<file path="config.mk">
export PLATFORM = sky130hd
export DESIGN_NAME = uart_config_loader
export DESIGN_NICKNAME = d
export VERILOG_FILES = /design/src/rtl/uart_config_loader.sv
export SDC_FILE = /design/constraint.sdc
export NUM_CORES = 1
export LEC_CHECK = 0
export CAP_MARGIN = 10
export CORE_MARGIN = 4
export CORE_UTILIZATION = 30
export CTS_CLUSTER_SIZE = 24
export DETAILED_ROUTE_END_ITERATION = 8
export PLACE_DENSITY_LB_ADDON = 0.1
export SLEW_MARGIN = 15
export SYNTH_ARGS = -nofsm -noshare
export SYNTH_HDL_FRONTEND = slang
export SYNTH_SLANG_ARGS = --single-unit
export TNS_END_PERCENT = 1
</file>
<file path="constraint.sdc">
create_clock -name i_clk -period 2.7 [get_ports i_clk]
set_input_delay 0.405 -clock i_clk [delete_from_list [all_inputs] [get_ports i_clk]]
set_output_delay 0.405 -clock i_clk [all_outputs]
set_load 0.005 [all_outputs]
</file>
<file path="src/rtl/uart_config_loader.sv">
// Channel-configuration loader: assembles UART bytes MSB-first into a shadow
// register and commits a complete frame atomically to o_conf.
module uart_config_loader #(
  parameter int CHANNELS  = 8,
  parameter int CONF_BITS = 10,
  parameter int TIMEOUT   = 65535
) (
  input  logic                          i_clk,
  input  logic                          _rst,
  input  logic [7:0]                    i_data,
  input  logic                          i_avail,
  input  logic                          i_clr_err,
  output logic [CHANNELS*CONF_BITS-1:0] o_conf,
  output logic                          o_conf_valid,
  output logic                          o_busy,
  output logic                          o_abort,
  output logic                          o_overrun
);

  // state  | meaning
  // IDLE   | waiting for a byte; a partial frame may be held
  // SHIFT  | shifting the held byte into the shadow, one bit per clock
  // COMMIT | full frame in shadow, copy to o_conf

  localparam int TOTAL = CHANNELS * CONF_BITS;
  localparam int BYTES = (TOTAL + 7) / 8;
  localparam int SW    = BYTES * 8;
  localparam int BCW   = (BYTES > 1) ? $clog2(BYTES) : 1;
  localparam int IW    = (TIMEOUT > 0) ? $clog2(TIMEOUT + 1) : 1;
  localparam logic [BCW-1:0] LAST_BYTE  = BCW'(BYTES - 1);
  localparam logic [IW-1:0]  IDLE_LIMIT = IW'(TIMEOUT);
  localparam bit             TO_EN      = (TIMEOUT != 0);

  typedef enum logic [1:0] {IDLE, SHIFT, COMMIT} state_t;

  state_t          state_q, state_d;
  logic            avail_q;
  logic [SW-1:0]   shadow;
  logic [7:0]      hold;
  logic [2:0]      bit_cnt;
  logic [BCW-1:0]  byte_cnt;
  logic [IW-1:0]   idle_cnt;
  logic            byte_edge;
  logic            latch_byte, do_shift, do_commit, do_timeout, idle_inc;

  assign byte_edge = i_avail & ~avail_q;
  assign o_busy    = (state_q != IDLE) | (byte_cnt != '0);

  always_ff @(posedge i_clk or negedge _rst) begin
    if (!_rst) state_q <= IDLE;
    else       state_q <= state_d;
  end

  always_comb begin
    state_d    = state_q;
    latch_byte = 1'b0;
    do_shift   = 1'b0;
    do_commit  = 1'b0;
    do_timeout = 1'b0;
    idle_inc   = 1'b0;
    case (state_q)
      IDLE: begin
        // An arriving byte takes priority over an expiring timeout.
        if (byte_edge) begin
          latch_byte = 1'b1;
          state_d    = SHIFT;
        end else if (byte_cnt != '0) begin
          if (TO_EN && idle_cnt == IDLE_LIMIT) do_timeout = 1'b1;
          else                                 idle_inc   = 1'b1;
        end
      end
      SHIFT: begin
        do_shift = 1'b1;
        if (bit_cnt == 3'd7) state_d = (byte_cnt == LAST_BYTE) ? COMMIT : IDLE;
      end
      COMMIT: begin
        do_commit = 1'b1;
        state_d   = IDLE;
      end
      default: state_d = IDLE;
    endcase
  end

  always_ff @(posedge i_clk or negedge _rst) begin
    if (!_rst) begin
      avail_q      <= 1'b0;
      shadow       <= '0;
      hold         <= '0;
      bit_cnt      <= '0;
      byte_cnt     <= '0;
      idle_cnt     <= '0;
      o_conf       <= '0;
      o_conf_valid <= 1'b0;
      o_abort      <= 1'b0;
      o_overrun    <= 1'b0;
    end else begin
      avail_q      <= i_avail;
      o_conf_valid <= do_commit;
      o_abort      <= do_timeout;
      if (latch_byte) begin
        hold     <= i_data;
        bit_cnt  <= '0;
        idle_cnt <= '0;
      end
      if (idle_inc && idle_cnt != '1) idle_cnt <= idle_cnt + IW'(1);
      if (do_timeout) begin
        byte_cnt <= '0;
        shadow   <= '0;
        idle_cnt <= '0;
      end
      if (do_shift) begin
        shadow  <= {shadow[SW-2:0], hold[3'd7 - bit_cnt]};
        bit_cnt <= bit_cnt + 3'd1;
        if (bit_cnt == 3'd7 && byte_cnt != LAST_BYTE) byte_cnt <= byte_cnt + BCW'(1);
      end
      if (do_commit) begin
        o_conf   <= shadow[TOTAL-1:0];
        byte_cnt <= '0;
      end
      // A byte that cannot be taken is lost; setting beats a same-cycle clear.
      if (byte_edge && state_q != IDLE) o_overrun <= 1'b1;
      else if (i_clr_err)               o_overrun <= 1'b0;
    end
  end

endmodule
</file>
==> results of run 1 <==
-- cells in the final DEF, fill, tap and decap left out, types with 2 or more instances in the layout --
cell	netlist	final
sky130_fd_sc_hd__and3_1	2	2
sky130_fd_sc_hd__nand4_1	4	4
sky130_fd_sc_hd__bufinv_16	0	2
sky130_fd_sc_hd__xnor2_1	2	2
sky130_fd_sc_hd__inv_6	0	3
sky130_fd_sc_hd__nand2b_1	5	3
sky130_fd_sc_hd__clkinv_8	0	3
sky130_fd_sc_hd__a31oi_1	3	3
sky130_fd_sc_hd__xor2_1	2	2
sky130_fd_sc_hd__nand3_1	10	10
sky130_fd_sc_hd__o22ai_1	4	4
sky130_fd_sc_hd__o21ai_1	9	9
sky130_fd_sc_hd__ha_1	6	6
sky130_fd_sc_hd__mux2i_1	4	4
sky130_fd_sc_hd__nor3_1	3	3
sky130_fd_sc_hd__nand3b_1	2	2
sky130_fd_sc_hd__buf_4	0	14
sky130_fd_sc_hd__dfrtp_1	197	197
sky130_fd_sc_hd__nand2_1	448	448
sky130_fd_sc_hd__inv_1	6	6
sky130_fd_sc_hd__o21ai_0	82	82
sky130_fd_sc_hd__inv_8	0	4
sky130_fd_sc_hd__a21oi_1	6	6
sky130_fd_sc_hd__clkinv_4	0	2
sky130_fd_sc_hd__nand2b_4	0	2
sky130_fd_sc_hd__clkbuf_16	0	17
sky130_fd_sc_hd__a22o_1	5	5
sky130_fd_sc_hd__nor2_1	13	13
sky130_fd_sc_hd__mux4_2	2	2
sky130_fd_sc_hd__nor4_1	2	2
sky130_fd_sc_hd__buf_12	0	5
sky130_fd_sc_hd__clkdlybuf4s50_1	0	94
-- through the flow --
stage | power [mW] | hold WS [ns] | utilization [%]
final | 8.038 | 0.4588 | 38.28
after global routing | 8.581 | 0.4629 | 38.28
after CTS | 8.190 | 0.4367 | 38.28
after detailed placement | 5.432 | 0.4614 | 35.83
after global placement | 5.419 | 0.4570 | 35.83
after floorplan | 4.824 | 0.1094 | -
-- synth_stat cells (2+ instances only) --
cell type                  instances  share of area [%]
sky130_fd_sc_hd__a21oi_1           6               0.38
sky130_fd_sc_hd__a22o_1            5               0.55
sky130_fd_sc_hd__a31oi_1           3               0.24
sky130_fd_sc_hd__and3_1            2               0.16
sky130_fd_sc_hd__buf_6             6               0.85
sky130_fd_sc_hd__clkbuf_1         37                1.7
sky130_fd_sc_hd__clkbuf_2          3               0.19
sky130_fd_sc_hd__dfrtp_1         197                 62
sky130_fd_sc_hd__ha_1              6               0.94
sky130_fd_sc_hd__inv_1             6               0.28
sky130_fd_sc_hd__mux2i_1           4               0.50
sky130_fd_sc_hd__mux4_2            2               0.56
sky130_fd_sc_hd__nand2_1         448                 21
sky130_fd_sc_hd__nand2b_1          5               0.39
sky130_fd_sc_hd__nand3_1          10               0.63
sky130_fd_sc_hd__nand3b_1          2               0.19
sky130_fd_sc_hd__nand4_1           4               0.31
sky130_fd_sc_hd__nor2_1           13               0.61
sky130_fd_sc_hd__nor2b_1           2               0.16
sky130_fd_sc_hd__nor3_1            3               0.19
sky130_fd_sc_hd__nor4_1            2               0.16
sky130_fd_sc_hd__o21ai_0          82                5.1
sky130_fd_sc_hd__o21ai_1           9               0.56
sky130_fd_sc_hd__o22ai_1           4               0.31
sky130_fd_sc_hd__xnor2_1           2               0.22
sky130_fd_sc_hd__xor2_1            2               0.22
-- state kept, by name (all words and copies together), names as in the netlist --
register / flops
byte_cnt: 4
o_overrun: 1
avail_q: 1
idle_cnt: 16
shadow: 80
hold: 8
bit_cnt: 3
o_conf_valid: 1
state_q: 2
o_conf: 80
o_abort: 1
-- logic make-up after synthesis --
kind of cell	share of synthesized area, %
fa+ha+maj	0.9400
compound gates	7.786
mux	1.206
xor+xnor	0.4387
buf+inv	3.164
flops	61.73
simple gates	24.74
-- layout make-up --
cell class / instances / area (sq um) / area share [%]
inverter: 7 / 27.53 / 0.2752
clock buffer: 17 / 425.4 / 4.253
timing repair buffer: 115 / 1170 / 11.69
multi-input combinational: 630 / 2826 / 28.26
tap: 335 / 419.2 / 4.190
sequential: 197 / 4930 / 49.28
clock inverter: 15 / 205.2 / 2.051
-- routing by layer --
layer,GRT usage (%),share of wire [%],up-vias
met5,0,0,-
met4,3.514,0.95,0
met1,18.35,50,2883
met3,2.726,3.2,12
met2,20.81,46,83
li1,-,-,2991
-- repair_timing --
action	4_1_cts	5_1_grt
hold buffers	1	0
setup buffers	0	0
endpoints found under the hold margin	61	0
-- final timing paths --
check,to,startpoint,cells after the start
min in group asynchronous,o_conf[65],_rst,2
max in group asynchronous,o_conf_valid,_rst,3
max,o_busy,byte_cnt[0],5
max reg2reg,byte_cnt[0],idle_cnt[0],7
min reg2reg,o_conf[67],o_conf[67],2
min,avail_q,i_avail,1
-- power by group through the flow --
stage / clock network (mW) / registers [mW] / logic, mW
after floorplan: 0 / 3.78 / 1.04
after global placement: 0 / 3.90 / 1.52
after detailed placement: 0 / 3.89 / 1.54
after CTS: 2.81 / 3.84 / 1.54
after global routing: 2.92 / 3.92 / 1.74
final: 2.70 / 3.84 / 1.50
==> flow_results.xml, run 1 <==
<?xml version="1.0" encoding="UTF-8"?>
<metrics>
  <group name="outcome">
    <metric name="status" unit="">finished clean</metric>
  </group>
  <group name="drt">
    <metric name="count_of_nets_left_with_antenna_violations_after_detail_routing" unit="">0</metric>
    <metric name="drt_wl_total" unit="mm">18.30</metric>
    <metric name="drt-vias-per-instance" unit="">4.536</metric>
    <metric name="vias" unit="">5969</metric>
    <metric name="detailedRoute.firstPassIterationCount" unit="">4</metric>
    <metric name="avgRoutedWirePerCell" unit="um">13.91</metric>
    <metric name="drt_iter0_drc" unit="">372</metric>
    <metric name="drt_drc_violations_left" unit="">0</metric>
  </group>
  <group name="yosys">
    <metric name="synthCells" unit="">881</metric>
    <metric name="synth_ff_type" unit="">sky130_fd_sc_hd__dfrtp_1</metric>
    <metric name="ys.warnings.count" unit="">0</metric>
    <metric name="post_synth_instance_area" unit="sq um">7986</metric>
    <metric name="ys_async_sr_fraction" unit="%">100.0</metric>
    <metric name="postSynthNetCount" unit="">899</metric>
    <metric name="synth-edff-count" unit="">0</metric>
    <metric name="seq_area_frac_synth" unit="%">61.73</metric>
    <metric name="avgSynthCellArea" unit="sq um">9.065</metric>
    <metric name="netlist-cell-type-count" unit="">42</metric>
    <metric name="synth_seq_cells" unit="">197</metric>
  </group>
  <group name="setup_path">
    <metric name="crit_path_max_fanout" unit="">6</metric>
    <metric name="crit_path_start_kind" unit="">flop</metric>
    <metric name="slowest_delay" unit="ns">0.48</metric>
    <metric name="worstPathRequired" unit="ns">2.30</metric>
    <metric name="crit_path_top_delay_cell" unit="">sky130_fd_sc_hd__clkdlybuf4s50_1</metric>
    <metric name="r2r_setup_slack" unit="ns">0.38</metric>
    <metric name="critical_path.n_buffers_inverters" unit="">2</metric>
    <metric name="timing_worst_setup_path_type" unit="">flop to primary output</metric>
    <metric name="arrival" unit="ns">1.98</metric>
    <metric name="worst_setup_path_end_kind" unit="">primary output</metric>
    <metric name="path_cells" unit="">inv_1 -&gt; ha_1 -&gt; nor3b_1 -&gt; nand2_1 -&gt; clkdlybuf4s50_1</metric>
    <metric name="dominant_delay_contributor_by_cell_family_on_the_critical_path" unit="">buffers and inverters</metric>
  </group>
  <group name="power">
    <metric name="cellInternalPower" unit="mW">5.441</metric>
    <metric name="net-switching-power" unit="mW">2.597</metric>
    <metric name="netSwitchingFraction" unit="%">32.31</metric>
    <metric name="power_frac_clock" unit="%">33.6</metric>
    <metric name="power_leakage" unit="nW">4.776</metric>
    <metric name="seq_power_share" unit="%">47.7</metric>
    <metric name="share_of_total_power_in_combinational_logic" unit="%">18.6</metric>
    <metric name="total_power_divided_by_cell_area" unit="nW/um^2">803.5</metric>
    <metric name="peakVddDrop" unit="V">0.0003705</metric>
  </group>
  <group name="timing">
    <metric name="postLayoutSetupSlackWorst" unit="ns">0.3190</metric>
    <metric name="tightestPinTransition" unit="ns">0.9700</metric>
    <metric name="fin_worst_skew" unit="ns">0.01450</metric>
    <metric name="final-setup-viol-count" unit="">0</metric>
    <metric name="max_freq" unit="MHz">420.0</metric>
    <metric name="hold_viol_final" unit="">0</metric>
    <metric name="unrepaired_setup_endpoints_after_global_routing" unit="">false</metric>
    <metric name="finalSetupTns" unit="ns">0</metric>
    <metric name="slew_viol_final" unit="">0</metric>
    <metric name="timing.max_slew.rel_slack" unit="%">35.33</metric>
    <metric name="finalCritPeriodShare" unit="%">88.18</metric>
    <metric name="final_worst_path_period_need" unit="ns">2.381</metric>
  </group>
  <group name="global_routing">
    <metric name="grt_pass1_vias" unit="">6004</metric>
    <metric name="antenna_found_initial" unit="">0</metric>
    <metric name="largest_net_degree_at_the_start_of_global_routing" unit="">84</metric>
    <metric name="grt_pass1_wl" unit="mm">31.42</metric>
    <metric name="overflow" unit="">0</metric>
    <metric name="grt_usage" unit="%">13.11</metric>
  </group>
  <group name="job">
    <metric name="drv_cap" unit="">0</metric>
  </group>
  <group name="hold_path">
    <metric name="min-delay-path-class" unit="">input port to flop</metric>
  </group>
  <group name="cells_and_area">
    <metric name="nNetsFinal" unit="">986</metric>
    <metric name="flow.area_growth_from_synthesis" unit="%">25.25</metric>
    <metric name="antennaDiodeCount" unit="">0</metric>
    <metric name="post-route-cell-area" unit="sq um">10000</metric>
    <metric name="final_cell_count_no_fill" unit="">1316</metric>
    <metric name="layout-drive-gt1-share" unit="%">6.524</metric>
    <metric name="fillCellCount" unit="">2696</metric>
  </group>
  <group name="place">
    <metric name="detailedPlace.worstSlack" unit="ns">0.3662</metric>
    <metric name="dp.cells" unit="">1283</metric>
    <metric name="dpl.hpwl" unit="mm">10.96</metric>
    <metric name="port-buffer-count" unit="">95</metric>
    <metric name="gp_congestion" unit="">0.7291</metric>
    <metric name="postPlaceCellArea" unit="sq um">9363</metric>
  </group>
  <group name="floorplanning">
    <metric name="die-area" unit="sq um">29300</metric>
    <metric name="number_of_top_level_pins" unit="">96</metric>
    <metric name="floorplan.initialDensity" unit="%">30.56</metric>
    <metric name="number_of_placement_rows" unit="">59</metric>
    <metric name="die-height" unit="um">171.2</metric>
    <metric name="die-width" unit="um">171.2</metric>
    <metric name="core_region_area" unit="sq um">26130</metric>
  </group>
  <group name="cts">
    <metric name="cts.reportedPaths.clkPinSlew" unit="ns">0.07</metric>
    <metric name="cts_root_cell" unit="">sky130_fd_sc_hd__clkbuf_16</metric>
    <metric name="cts.htree.levels" unit="">4</metric>
    <metric name="ctsResizeCount" unit="">0</metric>
    <metric name="ctsLongestPathBuffers" unit="">2</metric>
    <metric name="cts.sinks" unit="">197</metric>
    <metric name="clock_latency_at_the_later_pin_of_the_worst_skew_pair" unit="ns">0.43</metric>
    <metric name="cts_tree" unit="">built</metric>
    <metric name="cts_inserted_buffers" unit="">17</metric>
  </group>
</metrics>
Power figures use the tool's default switching activity.
==> inputs of run 2 (changes only) <==
- CTS_BUF_LIST: default -> sky130_fd_sc_hd__clkbuf_4
==> flow_results.xml, run 2 (same netlist as run 1, synthesis figures left out) <==
<?xml version="1.0" encoding="UTF-8"?>
<metrics>
  <group name="floorplanning">
    <metric name="number_of_placement_rows" unit="">59</metric>
    <metric name="die-area" unit="sq um">29300</metric>
    <metric name="floorplan.initialDensity" unit="%">30.56</metric>
    <metric name="number_of_top_level_pins" unit="">96</metric>
    <metric name="core_region_area" unit="sq um">26130</metric>
    <metric name="die-height" unit="um">171.2</metric>
    <metric name="die-width" unit="um">171.2</metric>
  </group>
  <group name="hold_path">
    <metric name="min_from" unit="">i_avail</metric>
    <metric name="min_delay_worst_endpoint" unit="">avail_q</metric>
    <metric name="whs_path_depth" unit="">1</metric>
    <metric name="min-delay-path-class" unit="">input port to flop</metric>
  </group>
  <group name="setup_path">
    <metric name="worstPathRequired" unit="ns">2.30</metric>
    <metric name="crit_path_start_kind" unit="">flop</metric>
    <metric name="arrival" unit="ns">2.05</metric>
    <metric name="r2r_setup_slack" unit="ns">0.35</metric>
    <metric name="reg2reg_from" unit="">idle_cnt[0]</metric>
    <metric name="worst_setup_path_end_kind" unit="">primary output</metric>
    <metric name="rr_worst_depth" unit="">7</metric>
    <metric name="timing_worst_setup_path_type" unit="">flop to primary output</metric>
    <metric name="critical_path.reg2reg.endpoint" unit="">byte_cnt[0]</metric>
    <metric name="crit_path_max_fanout" unit="">6</metric>
    <metric name="critPathLaunch" unit="">byte_cnt[0]</metric>
  </group>
  <group name="power">
    <metric name="total_power_divided_by_cell_area" unit="nW/um^2">730.1</metric>
    <metric name="power_frac_clock" unit="%">24.7</metric>
    <metric name="power_leakage" unit="nW">4.646</metric>
    <metric name="share_of_total_power_in_combinational_logic" unit="%">21.2</metric>
    <metric name="netSwitchingFraction" unit="%">34.83</metric>
    <metric name="cellInternalPower" unit="mW">4.621</metric>
    <metric name="seq_power_share" unit="%">54.1</metric>
    <metric name="peakVddDrop" unit="V">0.0003242</metric>
    <metric name="post-layout-total-power" unit="mW">7.091</metric>
    <metric name="net-switching-power" unit="mW">2.470</metric>
  </group>
  <group name="timing">
    <metric name="fin_worst_skew" unit="ns">0.03575</metric>
    <metric name="unrepaired_setup_endpoints_after_global_routing" unit="">false</metric>
    <metric name="timing.max_slew.rel_slack" unit="%">36.03</metric>
    <metric name="finalSetupTns" unit="ns">0</metric>
    <metric name="min_hold_slack" unit="ns">0.3128</metric>
    <metric name="max_freq" unit="MHz">407.3</metric>
    <metric name="final_worst_path_period_need" unit="ns">2.455</metric>
    <metric name="hold_viol_final" unit="">0</metric>
    <metric name="finalCritPeriodShare" unit="%">90.93</metric>
    <metric name="slew_viol_final" unit="">0</metric>
    <metric name="final-setup-viol-count" unit="">0</metric>
    <metric name="tightestPinTransition" unit="ns">0.9596</metric>
  </group>
  <group name="cells_and_area">
    <metric name="layout-drive-gt1-share" unit="%">6.626</metric>
    <metric name="nNetsFinal" unit="">986</metric>
    <metric name="layout_top_registers" unit="">o_conf: 80 flops, shadow: 80 flops, idle_cnt: 16 flops</metric>
    <metric name="final_cell_count_no_fill" unit="">1317</metric>
    <metric name="layout_commonest_cell" unit="">sky130_fd_sc_hd__nand2_1</metric>
    <metric name="flow.area_growth_from_synthesis" unit="%">21.62</metric>
    <metric name="post-route-cell-area" unit="sq um">9713</metric>
    <metric name="final_cell_mix" unit="">sky130_fd_sc_hd__nand2_1 (448), sky130_fd_sc_hd__dfrtp_1 (197), sky130_fd_sc_hd__clkdlybuf4s50_1 (94)</metric>
  </group>
  <group name="global_routing">
    <metric name="overflow" unit="">0</metric>
    <metric name="grt_usage" unit="%">13.01</metric>
    <metric name="antenna_found_initial" unit="">1</metric>
    <metric name="largest_net_degree_at_the_start_of_global_routing" unit="">84</metric>
    <metric name="grt_pass1_vias" unit="">5986</metric>
    <metric name="grt_pass1_wl" unit="mm">31.16</metric>
  </group>
  <group name="cts">
    <metric name="clock_latency_at_the_later_pin_of_the_worst_skew_pair" unit="ns">0.57</metric>
    <metric name="cts.htree.levels" unit="">4</metric>
    <metric name="ctsLongestPathBuffers" unit="">2</metric>
    <metric name="postCtsSetupBuffers" unit="">0</metric>
    <metric name="cts_inserted_buffers" unit="">17</metric>
    <metric name="cts.sinks" unit="">197</metric>
    <metric name="cts_tree" unit="">built</metric>
    <metric name="cts.reportedPaths.clkPinSlew" unit="ns">0.17</metric>
    <metric name="cts_root_cell" unit="">sky130_fd_sc_hd__clkbuf_4</metric>
  </group>
  <group name="drt">
    <metric name="count_of_nets_left_with_antenna_violations_after_detail_routing" unit="">0</metric>
    <metric name="drt_wl_total" unit="mm">18.29</metric>
    <metric name="avgRoutedWirePerCell" unit="um">13.89</metric>
    <metric name="drt-vias-per-instance" unit="">4.551</metric>
    <metric name="drt_drc_violations_left" unit="">0</metric>
    <metric name="drt_iter0_drc" unit="">431</metric>
    <metric name="vias" unit="">5994</metric>
    <metric name="detailedRoute.firstPassIterationCount" unit="">4</metric>
  </group>
  <group name="outcome">
    <metric name="status" unit="">finished clean</metric>
  </group>
  <group name="place">
    <metric name="port-buffer-count" unit="">95</metric>
    <metric name="postPlaceCellArea" unit="sq um">9363</metric>
    <metric name="dpl.hpwl" unit="mm">10.96</metric>
    <metric name="dp.cells" unit="">1283</metric>
    <metric name="gp_congestion" unit="">0.7291</metric>
  </group>
  <group name="job">
    <metric name="drv_cap" unit="">0</metric>
  </group>
</metrics>
[run 2: changes by cell type in the layout (fill, tap and decap cells not counted), sizes merged]
cell,delta
diode,+1
[run 2: through the flow]
| step | utilization, % | worst slack [ns] |
|---|---|---|
| after floorplan | - | 0.7071 |
| after global placement | 35.83 | 0.4027 |
| after detailed placement | 35.83 | 0.3662 |
| after CTS | 37.14 | 0.03505 |
| after global routing | 37.17 | 0.01602 |
| final | 37.17 | 0.2448 |
[run 2: layer usage]
| metal | wire [um] | global-route usage (%) | vias up | part of all wire, % |
|---|---|---|---|---|
| met1 | 8973 | 18.10 | 2897 | 49 |
| met4 | 142 | 2.997 | 0 | 0.78 |
| li1 | - | - | 2999 | - |
| met5 | 0 | 0 | - | 0 |
| met2 | 8508 | 20.72 | 87 | 47 |
| met3 | 666 | 3.142 | 11 | 3.6 |
[run 2: area by class of cell]
class,count,area (sq um)
antenna,1,2.502
clock buffer,17,127.6
clock inverter,15,205.2
fill,2727,16420
inverter,7,27.53
multi-input combinational,630,2831
sequential,197,4930
tap,335,419.2
timing repair buffer,115,1170
[run 2: power groups by stage]
stage                     Clock (mW)  Sequential [mW]  Combinational, mW
after floorplan                    0             3.78               1.04
after global placement             0             3.90               1.52
after detailed placement           0             3.89               1.54
after CTS                       1.86             3.84               1.54
after global routing            1.97             3.92               1.74
final                           1.75             3.84               1.50
[run 2: worst max path at each step]
stage | endpoint | cells past startpoint | slack, ns
global route | o_busy | 5 | 0.02
finish | o_busy | 5 | 0.24
detailed placement | byte_cnt[0] | 7 | 0.37
floorplan | byte_cnt[0] | 7 | 0.71
CTS | o_busy | 5 | 0.04
global placement | byte_cnt[0] | 7 | 0.40
[run 2: repair_timing]
item | in CTS | in global routing
hold endpoints to repair | 61 | 0
hold buffers | 1 | 0
endpoints found under the setup margin | 0 | 1
gates resized for setup | 0 | 1
[run 2: worst max-delay path, cell delays in order, from the launching register on]
cell	delay (ns)
sky130_fd_sc_hd__dfrtp_1	0.47
sky130_fd_sc_hd__inv_1	0.07
sky130_fd_sc_hd__ha_1	0.20
sky130_fd_sc_hd__nor3b_2	0.17
sky130_fd_sc_hd__nand2_1	0.10
sky130_fd_sc_hd__clkdlybuf4s50_1	0.52
